--- config.mk ---
export PLATFORM = sky130hd
export DESIGN_NAME = seq_multiplier
export DESIGN_NICKNAME = d
export VERILOG_FILES = /design/src/rtl/seq_multiplier_pkg.sv /design/src/rtl/seq_multiplier_adder.sv /design/src/rtl/seq_multiplier.sv
export SDC_FILE = /design/constraint.sdc
export NUM_CORES = 1
export LEC_CHECK = 0
export BUFFER_PORTS_ARGS = -buffer_cell sky130_fd_sc_hd__buf_2
export CAP_MARGIN = 30
export CORE_AREA = 2 2 52 64
export CTS_BUF_LIST = sky130_fd_sc_hd__clkbuf_4 sky130_fd_sc_hd__clkbuf_8
export DETAILED_ROUTE_END_ITERATION = 16
export DIE_AREA = 0 0 54 66
export PLACE_DENSITY = 0.78
export SLEW_MARGIN = 40
export SYNTH_ARGS = -nofsm -noshare
export SYNTH_HDL_FRONTEND = slang
export SYNTH_HIERARCHICAL = 1
export SYNTH_SLANG_ARGS = --single-unit
--- constraint.sdc ---
create_clock -name i_clock -period 2.9 [get_ports i_clock]
set_input_delay 0.58 -clock i_clock [delete_from_list [all_inputs] [get_ports i_clock]]
set_output_delay 0.58 -clock i_clock [all_outputs]
set_load 0.02 [all_outputs]
--- src/rtl/seq_multiplier_pkg.sv ---
// Shared types for the iterative shift-add multiplier: FSM state encoding
// and the width helper for the iteration counter.
package seq_multiplier_pkg;

   typedef enum logic [1:0] {
      IDLE = 2'd0,
      RUN  = 2'd1,
      DONE = 2'd2
   } state_t;

   // The counter must hold the value BITS itself, not just BITS-1.
   function automatic int count_width(input int bits);
      return $clog2(bits + 1);
   endfunction

endpackage

--- src/rtl/seq_multiplier_adder.sv ---
// BITS-wide ripple-carry adder used for the accumulate step of the
// shift-add multiplier.
module seq_multiplier_adder #(
   parameter int BITS = 4
) (
   input  logic [BITS-1:0] augend,
   input  logic [BITS-1:0] addend,
   output logic [BITS-1:0] sum,
   output logic            carry
);

   logic [BITS:0] chain;

   assign chain[0] = 1'b0;

   for (genvar i = 0; i < BITS; i++) begin : g_bit
      assign sum[i]       = augend[i] ^ addend[i] ^ chain[i];
      assign chain[i+1]   = (augend[i] & addend[i]) | (chain[i] & (augend[i] ^ addend[i]));
   end

   assign carry = chain[BITS];

endmodule

--- src/rtl/seq_multiplier.sv ---
// Iterative shift-add multiplier, one iteration per clock, with optional
// two's-complement operands handled by sign-magnitude conversion.
module seq_multiplier
   import seq_multiplier_pkg::*;
#(
   parameter int BITS = 4
) (
   input  logic              i_clock,
   input  logic              i_reset,
   input  logic              i_start,
   input  logic              i_signed,
   input  logic [BITS-1:0]   i_multiplicand,
   input  logic [BITS-1:0]   i_multiplier,
   output logic              o_ready,
   output logic              o_finished,
   output logic [2*BITS-1:0] o_product
);

   localparam int COUNT_W = count_width(BITS);

   state_t              state;
   state_t              next_state;
   logic [COUNT_W-1:0]  counter;
   logic [2*BITS-1:0]   acc;
   logic [2*BITS-1:0]   next_acc;
   logic [2*BITS-1:0]   product;
   logic [BITS-1:0]     mcand;
   logic [BITS-1:0]     mag_a;
   logic [BITS-1:0]     mag_b;
   logic [BITS-1:0]     addend;
   logic [BITS-1:0]     sum;
   logic                carry;
   logic                neg_flag;
   logic                load;
   logic                last_iter;

   // The most negative operand negates to 2^(BITS-1), which still fits
   // as an unsigned BITS-bit magnitude.
   assign mag_a = (i_signed && i_multiplicand[BITS-1]) ? -i_multiplicand : i_multiplicand;
   assign mag_b = (i_signed && i_multiplier[BITS-1])   ? -i_multiplier   : i_multiplier;

   assign addend = acc[0] ? mcand : '0;

   seq_multiplier_adder #(
      .BITS (BITS)
   ) u_adder (
      .augend (acc[2*BITS-1:BITS]),
      .addend (addend),
      .sum    (sum),
      .carry  (carry)
   );

   assign next_acc  = {carry, sum, acc[BITS-1:1]};
   assign last_iter = (counter == COUNT_W'(1));

   always_ff @(posedge i_clock or negedge i_reset) begin
      if (!i_reset) begin
         state <= IDLE;
      end else begin
         state <= next_state;
      end
   end

   always_comb begin
      next_state = state;
      o_ready    = 1'b1;
      o_finished = 1'b0;
      load       = 1'b0;
      case (state)
         IDLE: begin
            if (i_start) begin
               load       = 1'b1;
               next_state = RUN;
            end
         end
         RUN: begin
            o_ready = 1'b0;
            if (last_iter) begin
               next_state = DONE;
            end
         end
         DONE: begin
            o_finished = 1'b1;
            if (i_start) begin
               load       = 1'b1;
               next_state = RUN;
            end else begin
               next_state = IDLE;
            end
         end
         default: begin
            next_state = IDLE;
         end
      endcase
   end

   // The final iteration's edge publishes the product straight from next_acc,
   // so the result is visible in the same cycle that DONE is entered.
   always_ff @(posedge i_clock or negedge i_reset) begin
      if (!i_reset) begin
         counter  <= '0;
         acc      <= '0;
         mcand    <= '0;
         neg_flag <= 1'b0;
         product  <= '0;
      end else if (load) begin
         counter  <= COUNT_W'(BITS);
         acc      <= {{BITS{1'b0}}, mag_b};
         mcand    <= mag_a;
         neg_flag <= i_signed & (i_multiplicand[BITS-1] ^ i_multiplier[BITS-1]);
      end else if (state == RUN) begin
         acc     <= next_acc;
         counter <= counter - COUNT_W'(1);
         if (last_iter) begin
            product <= neg_flag ? -next_acc : next_acc;
         end
      end
   end

   assign o_product = product;

endmodule

-- Word level (Yosys, flattened, before mapping)
Index checks and enable logic that the tools add are counted.
- register bits: 26
- bits of input ports: 12
- output and inout port bits: 10
- add/subtract/negate cells: 4
- equality and inequality tests: 5
- muxes and demuxes: 16
- bitwise gates (word level): 20
- reductions and logical operators: 7
- operator list (kind ; number):
    8-bit two-way mux ; 3
    4-bit two-way mux ; 3
    1-bit AND ; 8
    4-bit negator ; 2
    8-bit negator ; 1
    1-bit XOR ; 8
    3-bit two-way mux ; 2
    2-bit one-hot mux with 3 select lines ; 1
    1-bit two-way mux ; 5
    2-bit two-way mux ; 2
    2-bit inequality test (second input constant) ; 2
    3-bit by 1-bit equality test with 1-bit output (second input constant) ; 1
    1-bit bitwise OR ; 3
    3-bit AND reduction ; 1
    3-bit by 1-bit subtractor with 3-bit output (second input constant) ; 1
    2-bit by 1-bit equality test with 1-bit output (second input constant) ; 1
    2-bit equality test (second input constant) ; 1
    1-bit logical AND ; 2
    2-bit logical NOT ; 1
    2-bit AND reduction ; 1
    2-bit nonzero test ; 1
    2-bit OR reduction ; 1
    1-bit inverter ; 1

-- Depth between registers and ports, before layout
Gate-level depths: netlist of run 1.
- depth after elaboration: 10
- depth in mapped cells: 13
- gate-level depth less buffers: 13

-- Modules after synthesis
The synthesis of run 1 kept the hierarchy.
- by module, submodules not included (module ; times used ; cells an instance ; area each (um2) ; sequential area each (um2)):
    seq_multiplier ; 1 ; 136 ; 1317.5 ; 650.6
    seq_multiplier_adder ; 1 ; 14 ; 110.1 ; 0.0

-- Least setup slack after synthesis of run 1
No wires, ideal clock.
- path type: register -> register
- start point: register acc[0]
- end point: register product[7] (netlist: o_product[7])
- setup time: 123 ps
- arrival: 2627 ps
- data required time: 2777 ps
- setup slack: 151 ps
- stages on the path, launching flop included: 14
- buffers on the path: 0
- cells stage by stage: dfrtp_1 -> and2_1 -> ha_1 -> inv_1 -> fa_1 -> inv_1 -> fa_1 -> inv_1 -> fa_1 -> inv_1 -> or4_1 -> o21ai_2 -> xor2_1 -> a21oi_1
- elaborated cells between the ends (all ways): 20
- classes of those cells: add/sub: 1; mux: 2; bitwise: 17
- RTL lines (item ; RTL line ; source):
    start: declaration ; seq_multiplier.sv:24 ; logic [2*BITS-1:0] acc;
    start signal: assignment ; seq_multiplier.sv:108 ; acc <= {{BITS{1'b0}}, mag_b};
    start signal: assignment ; seq_multiplier.sv:112 ; acc <= next_acc;
    4-bit two-way mux ; seq_multiplier.sv:42 ; assign addend = acc[0] ? mcand : '0;
    net addend[0] ; seq_multiplier.sv:30 ; logic [BITS-1:0] addend;
    1-bit AND (2 in series) ; seq_multiplier_adder.sv:18 ; assign chain[i+1] = (augend[i] & addend[i]) | (chain[i] & (augend[i] ^ addend[i]));
    1-bit bitwise OR ; seq_multiplier_adder.sv:18 ;
    1-bit AND ; seq_multiplier_adder.sv:18 ;
    1-bit bitwise OR ; seq_multiplier_adder.sv:18 ;
    1-bit XOR ; seq_multiplier_adder.sv:17 ; assign sum[i] = augend[i] ^ addend[i] ^ chain[i];
    net sum[3] ; seq_multiplier.sv:31 ; logic [BITS-1:0] sum;
    8-bit negator ; seq_multiplier.sv:115 ; product <= neg_flag ? -next_acc : next_acc;
    8-bit two-way mux ; seq_multiplier.sv:115 ;
    end signal: assignment ; seq_multiplier.sv:115 ;
    end: declaration ; seq_multiplier.sv:26 ; logic [2*BITS-1:0] product;
The timed path passes the listed nets, and every way through them passes these cells.
A chain may end at the register's enable or synchronous reset.

-- Final worst setup path of run 1
- start point: register mcand[0]
- end point: register product[7] (netlist: o_product[7])
- elaborated cells between the ends (all ways): 14
- classes of those cells: add/sub: 1; mux: 2; bitwise: 11
- RTL lines (item ; RTL line ; source):
    start: declaration ; seq_multiplier.sv:27 ; logic [BITS-1:0] mcand;
    start signal: assignment ; seq_multiplier.sv:109 ; mcand <= mag_a;
    4-bit two-way mux ; seq_multiplier.sv:42 ;
    net addend[0] ; seq_multiplier.sv:30 ;
    1-bit AND (2 in series) ; seq_multiplier_adder.sv:18 ;
    1-bit bitwise OR ; seq_multiplier_adder.sv:18 ;
    1-bit AND ; seq_multiplier_adder.sv:18 ;
    1-bit bitwise OR ; seq_multiplier_adder.sv:18 ;
    1-bit XOR ; seq_multiplier_adder.sv:17 ;
    net sum[3] ; seq_multiplier.sv:31 ;
    8-bit negator ; seq_multiplier.sv:115 ;
    8-bit two-way mux ; seq_multiplier.sv:115 ;
The timed path passes the listed nets, and every way through them passes these cells.

==> metrics.md, run 1 <==
| Metric | Value |
|---|---|
| CP max FO | `2` |
| First-pass GRT wire length | `4609 um` |
| Switching Power | `0.7478 mW` |
| IO buf count | `21` |
| Top-level port count | `22` |
| Post-synth top flop | `dfrtp_1` |
| Area leader, netlist | `dfrtp_1` |
| Die boundary width | `about 54 um` |
| Final Max Tran Viols | `0` |
| Final Hold Viols | `0` |
| DRT Pass-1 Iters | `4` |
| Ranking of synthesized cells by area | `dfrtp_1 46%, ha_1 5.3%, inv_1 4.7%, fa_1 4.2%, nand2_1 3.9%` |
| Worst path most repeated cell | `inv_2` |
| Synth cell types | `34` |
| Power per cell area | `1069 nW/um^2` |
| Worst vdd ir | `0.5457 mV` |
| Placed cell areas | `approximately 1500 um^2` |
| Synthesized instance count | `150` |
| Mapped Avg Cell Area | `9.517 um^2` |
| Total GRT Usage | `17.35%` |
| Setup violators final | `0` |
| Tcrit/Tclk final | `a little over nine tenths` |
| Syn. warnings | `6` |
| Post-synthesis net count | `171` |
| Clk_skew | `~0.013 ns` |
| Final HPWL DP | `around 1900 um` |
| Fillers | `281` |
| CTS buffer count | `3` |
| DRT antenna net count | `0` |
| Status | `complete, no violations` |
| Leak | `between 0.8 and 0.9 nW` |
| RSZ-0062 raised after global routing | `no` |
| Number of antenna violations at the first check in global routing | `0` |
| Clock power frac | `approximately 8.7%` |
| Row count | `22` |
| Seq pwr share | `37.4%` |
| DIE AREA | `approximately 3600 um^2` |
| Skew-Pair Late Insertion Delay | `between 0.3 and 0.4 ns` |
| Core area | `a little under 3000 um^2` |
| Worst-path cell with the longest stage delay | `fa_1` |
| Worst path cell trace | `and2_4 > ha_4 > inv_2 > fa_2 > inv_2 > fa_2 > inv_2 > fa_1 > inv_2 > or4_4 > o21ai_2 > xor2_1 > a21oi_1` |
| Diodes inserted | `0` |
| H-tree Lvls | `1` |
| Setup TNS after final layout | `0 ns` |
| NumNets Final | `approximately 200` |
| Share of the synthesized area in the top cell type | `approximately 46%` |
| Avg Vias per Cell | `between 5 and 6` |
| Slew HR | `57.06%` |
| Longest Clk Path Bufs | `2` |
| Worst setup path category | `reg -> reg` |
| Highest cell delay on the worst timing path | `around 0.49 ns` |
| CP endpoint kind | `flop` |
| Top-count cell post-synth | `dfrtp_1` |
| Area grow syn2layout | `14.29%` |
| Final instance area | `between 1500 and 2000 um^2` |
| TritonCTS Sinks | `26` |
| Switching share of power | `42.88%` |
| Share of cells above drive strength 1 | `around a quarter` |
| Die Ht | `66 um` |
| Worst path required time | `3.11 ns` |
| Initial DRC Count | `15` |
| Max cap viols | `0` |
| Crit start category | `flop` |
| Placer Congestion | `0.8157` |
| Flops & latches, synth | `26` |
| Synth Cell Area | `between 1000 and 1500 um^2` |
| Final worst path period need | `2.723 ns` |
| Starting Density | `48.02%` |
| Async set or reset register ratio after synthesis | `between 90% and 100%` |
| Fmax | `between 300 and 400 MHz` |
| Family with the most delay on the worst path | `adder cells` |
| Clock root buffer master | `clkbuf_4` |
| Clock-pin slew on the worst setup and hold paths | `between 0.1 and 0.15 ns` |
| Final WL | `~2600 um` |
| Count of flip-flops with a built-in enable after synthesis | `0` |
| Vias in the first global route | `between 1000 and 1500` |
| Largest net degree at the start of global routing | `27` |
| Crit path buffers/inverters | `4` |
| Synth top cells by count | `26 x dfrtp_1, 18 x inv_1, 15 x nand2_1, 12 x nor2_1, 11 x a21oi_1` |
| Worst min-delay path category | `in -> async` |
| Grt ovf | `0` |
| Sequential share of the synthesized area | `about 46%` |
| Post-DR wirelength/cell | `about 13 um` |
| Arrival time at the worst endpoint | `between 2 and 3 ns` |
| Int Power | `0.9960 mW` |
| Hold buffer count at CTS | `0` |
| Layout Utilization | `a little over half` |
| CTS tree | `yes` |
| Combinational power share | `53.9%` |
| DRC Markers | `0` |
| Via count | `1065` |
| Worst-Margin Slew | `approximately 0.64 ns` |
## state kept, by name, indices dropped and copies added (netlist names)
name / flops
o_product: 8
neg_flag: 1
counter: 3
state: 2
acc: 8
mcand: 4
## final cells by class
class                   count  area (um^2)  area share (%)
inverters                  19        71.32           4.371
repair buffers             25        138.9           8.512
clock buffers               3        22.52           1.380
multi-input cells          99        703.2           43.10
flip-flops and latches     26        650.6           39.88
well taps                  36        45.04           2.761
## cell families after synthesis
logic type / count (synthesis) / share of synthesized area (%)
AND/OR/NAND/NOR: 43 / 14.64
AO/OA/AOI/OAI: 34 / 14.90
flip-flops: 26 / 45.57
buffers and inverters: 25 / 7.011
XOR/XNOR: 9 / 5.522
adder cells (fa/ha/maj): 9 / 9.465
multiplexers: 4 / 2.892
## path summary, 6_finish.rpt
check                                        from            to  slack, ns  cells after the start
worst min-delay path                      i_reset  o_product[5]       0.22                      1
max in group asynchronous                 i_reset      neg_flag       2.29                      1
min in group i_clock            i_multiplicand[3]      mcand[3]       0.49                      3
worst max register to register           mcand[0]  o_product[7]       0.18                     13
worst min register to register       o_product[0]  o_product[0]       0.51                      1
worst max-delay path                     mcand[0]  o_product[7]       0.18                     13
## power by group through the flow
stage | Sequential, mW | Combinational (mW) | Clock, mW
detailed placement | 0.660 | 0.837 | 0
CTS | 0.649 | 0.922 | 0.156
global route | 0.678 | 1.06 | 0.173
floorplan | 0.692 | 0.595 | 0
finish | 0.652 | 0.940 | 0.152
global placement | 0.645 | 0.803 | 0
## cells in the final DEF, fill, tap and decap left out, types with 2 or more instances in the layout
master    Yosys  layout
ha_1          6       5
a21oi_1      11      11
inv_1        18      13
fa_2          0       2
xnor2_1       3       3
a22o_1        3       3
buf_2         2      21
and2_4        0       2
inv_2         1       6
xor2_1        6       6
nor2_1       12      12
o22ai_1       2       2
clkbuf_4      0       3
dfrtp_1      26      26
o31ai_1       2       2
o21ai_0       5       5
o21ai_1       5       5
mux2i_1       3       3
nand2_1      15      15
nor2b_1       3       3
buf_4         1       3
nand2b_1      2       2
and2_1        6       4
and3_1        2       2
## timing repair
item                                   in CTS  in global routing
setup endpoints to repair                   1                  1
gates resized for setup                    10                  3
gates cloned                                0                  0
endpoints found under the hold margin       0                  0
pin swaps                                   7                  8
setup buffers                               3                  1
## stage by stage
stage | power, mW | hold slack (ns) | worst slack, ns | cells
floorplan | 1.287 | 0.2844 | 0.1508 | 150
global placement | 1.448 | 0.4633 | 0.08473 | 201
detailed placement | 1.498 | 0.4826 | -0.01309 | 201
CTS | 1.728 | 0.2441 | 0.006000 | 207
global route | 1.906 | 0.2576 | 0.07552 | 208
finish | 1.744 | 0.2249 | 0.1768 | 208
## metal layers
metal  wire (um)  global-route usage [%]
met2        1327                   29.42
met3          98                   2.036
met1        1157                   21.64
met5           0                       0
met4          53                   7.500
(Power assumes the default switching activity.)
==> inputs of run 2 (changes only) <==
--- a/config.mk
+++ b/config.mk
@@ -11,9 +11,8 @@
 export CTS_BUF_LIST = sky130_fd_sc_hd__clkbuf_4 sky130_fd_sc_hd__clkbuf_8
 export DETAILED_ROUTE_END_ITERATION = 16
 export DIE_AREA = 0 0 54 66
-export PLACE_DENSITY = 0.78
+export PLACE_DENSITY = 0.77
 export SLEW_MARGIN = 40
 export SYNTH_ARGS = -nofsm -noshare
 export SYNTH_HDL_FRONTEND = slang
-export SYNTH_HIERARCHICAL = 1
 export SYNTH_SLANG_ARGS = --single-unit
==> run 2 against run 1 <==
  * The flow now finishes with violations (negative setup slack)
  * Worst hold slack got worse by 0.0036 ns
  * Critical path depth is 4 lower
  * Clock-buffer cell count rose by 1
  * Maximum frequency down 7.0%
  * Largest power group unchanged
  * Highest routed layer unchanged
==> metrics.md, run 2 <==
| Metric | Value |
|---|---|
| Worst path required time | `approximately 3.1 ns` |
| Async set or reset register ratio after synthesis | `between 90% and 100%` |
| Reg2reg path depth | `9` |
| Worst vdd ir | `0.5675 mV` |
| Synth cell types | `29` |
| H-tree Lvls | `1` |
| Area leader, netlist | `dfrtp_1` |
| Die Ht | `roughly 66 um` |
| Post-synth top flop | `dfrtp_1` |
| CTS tree | `yes` |
| Worst Setup Slack, final | `-0.02796 ns` |
| Slew HR | `between 60% and 70%` |
| Synthesized instance count | `between 100 and 150` |
| Skew-Pair Late Insertion Delay | `0.33 ns` |
| Final worst path period need | `between 2 and 3 ns` |
| Final HPWL DP | `approximately 2100 um` |
| Initial DRC Count | `15` |
| Fmax | `between 300 and 400 MHz` |
| Placed cell areas | `about 1500 um^2` |
| Avg Vias per Cell | `5.352` |
| First-pass GRT wire length | `around 5000 um` |
| Synth Cell Area | `approximately 1400 um^2` |
| Syn. warnings | `0` |
| Starting Density | `between 40% and 50%` |
| Post-synthesis net count | `approximately 160` |
| Worst setup path category | `reg -> reg` |
| Top-level port count | `22` |
| Diodes inserted | `0` |
| Share of cells above drive strength 1 | `roughly 23%` |
| Sequential share of the synthesized area | `a little under half` |
| Clock root buffer master | `clkbuf_4` |
| Tcrit/Tclk final | `101.0%` |
| CP endpoint kind | `flop` |
| Post-DR wirelength/cell | `13.81 um` |
| Grt ovf | `0` |
| DRC Markers | `0` |
| Setup violators final | `1` |
| Final WL | `2749 um` |
| Power per cell area | `1093 nW/um^2` |
| CP max FO | `2` |
| DRT antenna net count | `0` |
| Commonest non-fill, non-tap cells in the layout | `26 x dfrtp_1, 21 x buf_2, 16 x nand2_1, 12 x o21ai_0, 11 x nor2_1` |
| DIE AREA | `between 3000 and 4000 um^2` |
| Clock-pin slew on the worst setup and hold paths | `around 0.14 ns` |
| R2R Setup Slk | `-0.03 ns` |
| Most common cell after layout, fill and taps aside | `dfrtp_1` |
| Vias in the first global route | `between 1000 and 1500` |
| Hold buffer count at CTS | `0` |
| Max cap viols | `0` |
| Area grow syn2layout | `12.85%` |
| Arrival time at the worst endpoint | `approximately 3.1 ns` |
| Final Hold Viols | `0` |
| Worst slack, placed | `-0.1072 ns` |
| Placer Congestion | `~0.78` |
| Ranking of synthesized cells by area | `dfrtp_1 46%, ha_1 5.4%, fa_1 4.3%, o21ai_0 4.3%, nand2_1 4.3%` |
| IO buf count | `21` |
| RSZ-0062 raised after global routing | `yes` |
| Top-count cell post-synth | `dfrtp_1` |
| R2r startpoint | `acc[0]` |
| Number of antenna violations at the first check in global routing | `0` |
| Leak | `0.7704 nW` |
| Row count | `22` |
| Postcts setup bufs | `0` |
| TritonCTS Sinks | `26` |
| Worst min-delay path category | `in -> async` |
| Status | `finished, violations left` |
| Worst-Margin Slew | `a little under 0.6 ns` |
| Final Max Tran Viols | `0` |
| FF-to-FF End | `o_product[7]` |
| Via count | `around 1100` |
| Crit start category | `flop` |
| Clk_skew | `roughly 0.00060 ns` |
| DRT Pass-1 Iters | `4` |
| Die boundary width | `54 um` |
| Count of flip-flops with a built-in enable after synthesis | `0` |
| Flops & latches, synth | `26` |
| Synth top cells by count | `26 x dfrtp_1, 16 x nand2_1, 12 x o21ai_0, 11 x nor2_1, 10 x a21oi_1` |
| Total GRT Usage | `a little under a fifth` |
| Share of the synthesized area in the top cell type | `between 40% and 50%` |
| Core area | `roughly 3000 um^2` |
| Final instance area | `1583 um^2` |
| CTS buffer count | `3` |
| NumNets Final | `185` |
| Largest net degree at the start of global routing | `27` |
| Mapped Avg Cell Area | `slightly below 10 um^2` |
| Failing checks | `negative setup slack` |
| Longest Clk Path Bufs | `2` |
-- run 2: cell types whose count changed after synthesis, moves of 2 or more --
cell     before  now
o21ai_1       5    0
buf_4         1    3
inv_1        18    9
o22ai_1       2    0
o21ai_0       5   12
-- run 2: metrics by stage --
step	setup TNS (ns)	std cells	power [mW]	hold slack [ns]	util, %
after floorplan	0	142	1.294	0.2844	-
after global placement	0	195	1.461	0.4574	51.73
after detailed placement	-0.1072	195	1.528	0.4728	51.73
after CTS	-0.03269	199	1.747	0.2377	53.24
after global routing	-0.1211	199	1.900	0.2520	53.24
final	-0.02796	199	1.729	0.2213	53.24
-- run 2: kinds of logic (layout without fill, tap and decap cells) --
group,after synthesis,after routing,share of synthesized area (%)
buffers and inverters,17,38,5.530
AND/OR/NAND/NOR,43,43,14.81
AO/OA/AOI/OAI,34,34,15.08
flip-flops,26,26,46.39
XOR/XNOR,9,9,5.620
multiplexers,4,4,2.944
adder cells (fa/ha/maj),9,9,9.634
-- run 2: how the worst max path moves through the flow --
stage | end | startpoint | slack, ns | cells after the start
finish | o_product[7] | acc[0] | -0.03 | 9
global route | o_product[7] | acc[0] | -0.12 | 9
CTS | o_product[7] | acc[0] | -0.03 | 9
detailed placement | o_product[7] | acc[0] | -0.11 | 9
global placement | o_product[7] | acc[0] | 0.03 | 9
floorplan | o_product[7] | acc[0] | 0.01 | 9
-- run 2: worst max-delay path, stage by stage, from the launching register on --
cell and delay [ns]:
dfrtp_1 0.41, and2_1 0.16, ha_2 0.18, fa_2 0.35, fa_2 0.35, fa_1 0.46
or4_4 0.50, o21ai_2 0.16, xor2_1 0.15, a21oi_1 0.08
-- run 2: final cells by class --
class | instances | area (um^2)
clock buffer | 4 | 36.28
fill | 283 | 1390
inverter | 10 | 37.54
multi-input combinational | 99 | 685.7
sequential | 26 | 650.6
tap | 36 | 45.04
timing repair buffer | 24 | 127.6
-- run 2: where the power goes --
part / internal [mW] / switching (mW) / leakage (nW)
Sequential: 0.530 / 0.121 / 0.318
Combinational: 0.387 / 0.503 / 0.432
Clock: 0.0769 / 0.112 / 0.0210
Total: 0.994 / 0.736 / 0.770
-- run 2: timing repair --
action                     4_1_cts  5_1_grt
setup endpoints to repair        1        1
gates resized for setup          3        0
pin swaps                        0        2
-- run 2: per-layer routing --
metal	wire, um	global-route usage (%)	vias to the layer above	share of wire (%)
met5	0	0	-	0
met4	41	5.625	0	1.5
met3	108	3.394	5	3.9
met2	1483	34.76	26	54
met1	1116	21.51	520	41
li1	-	-	514	-
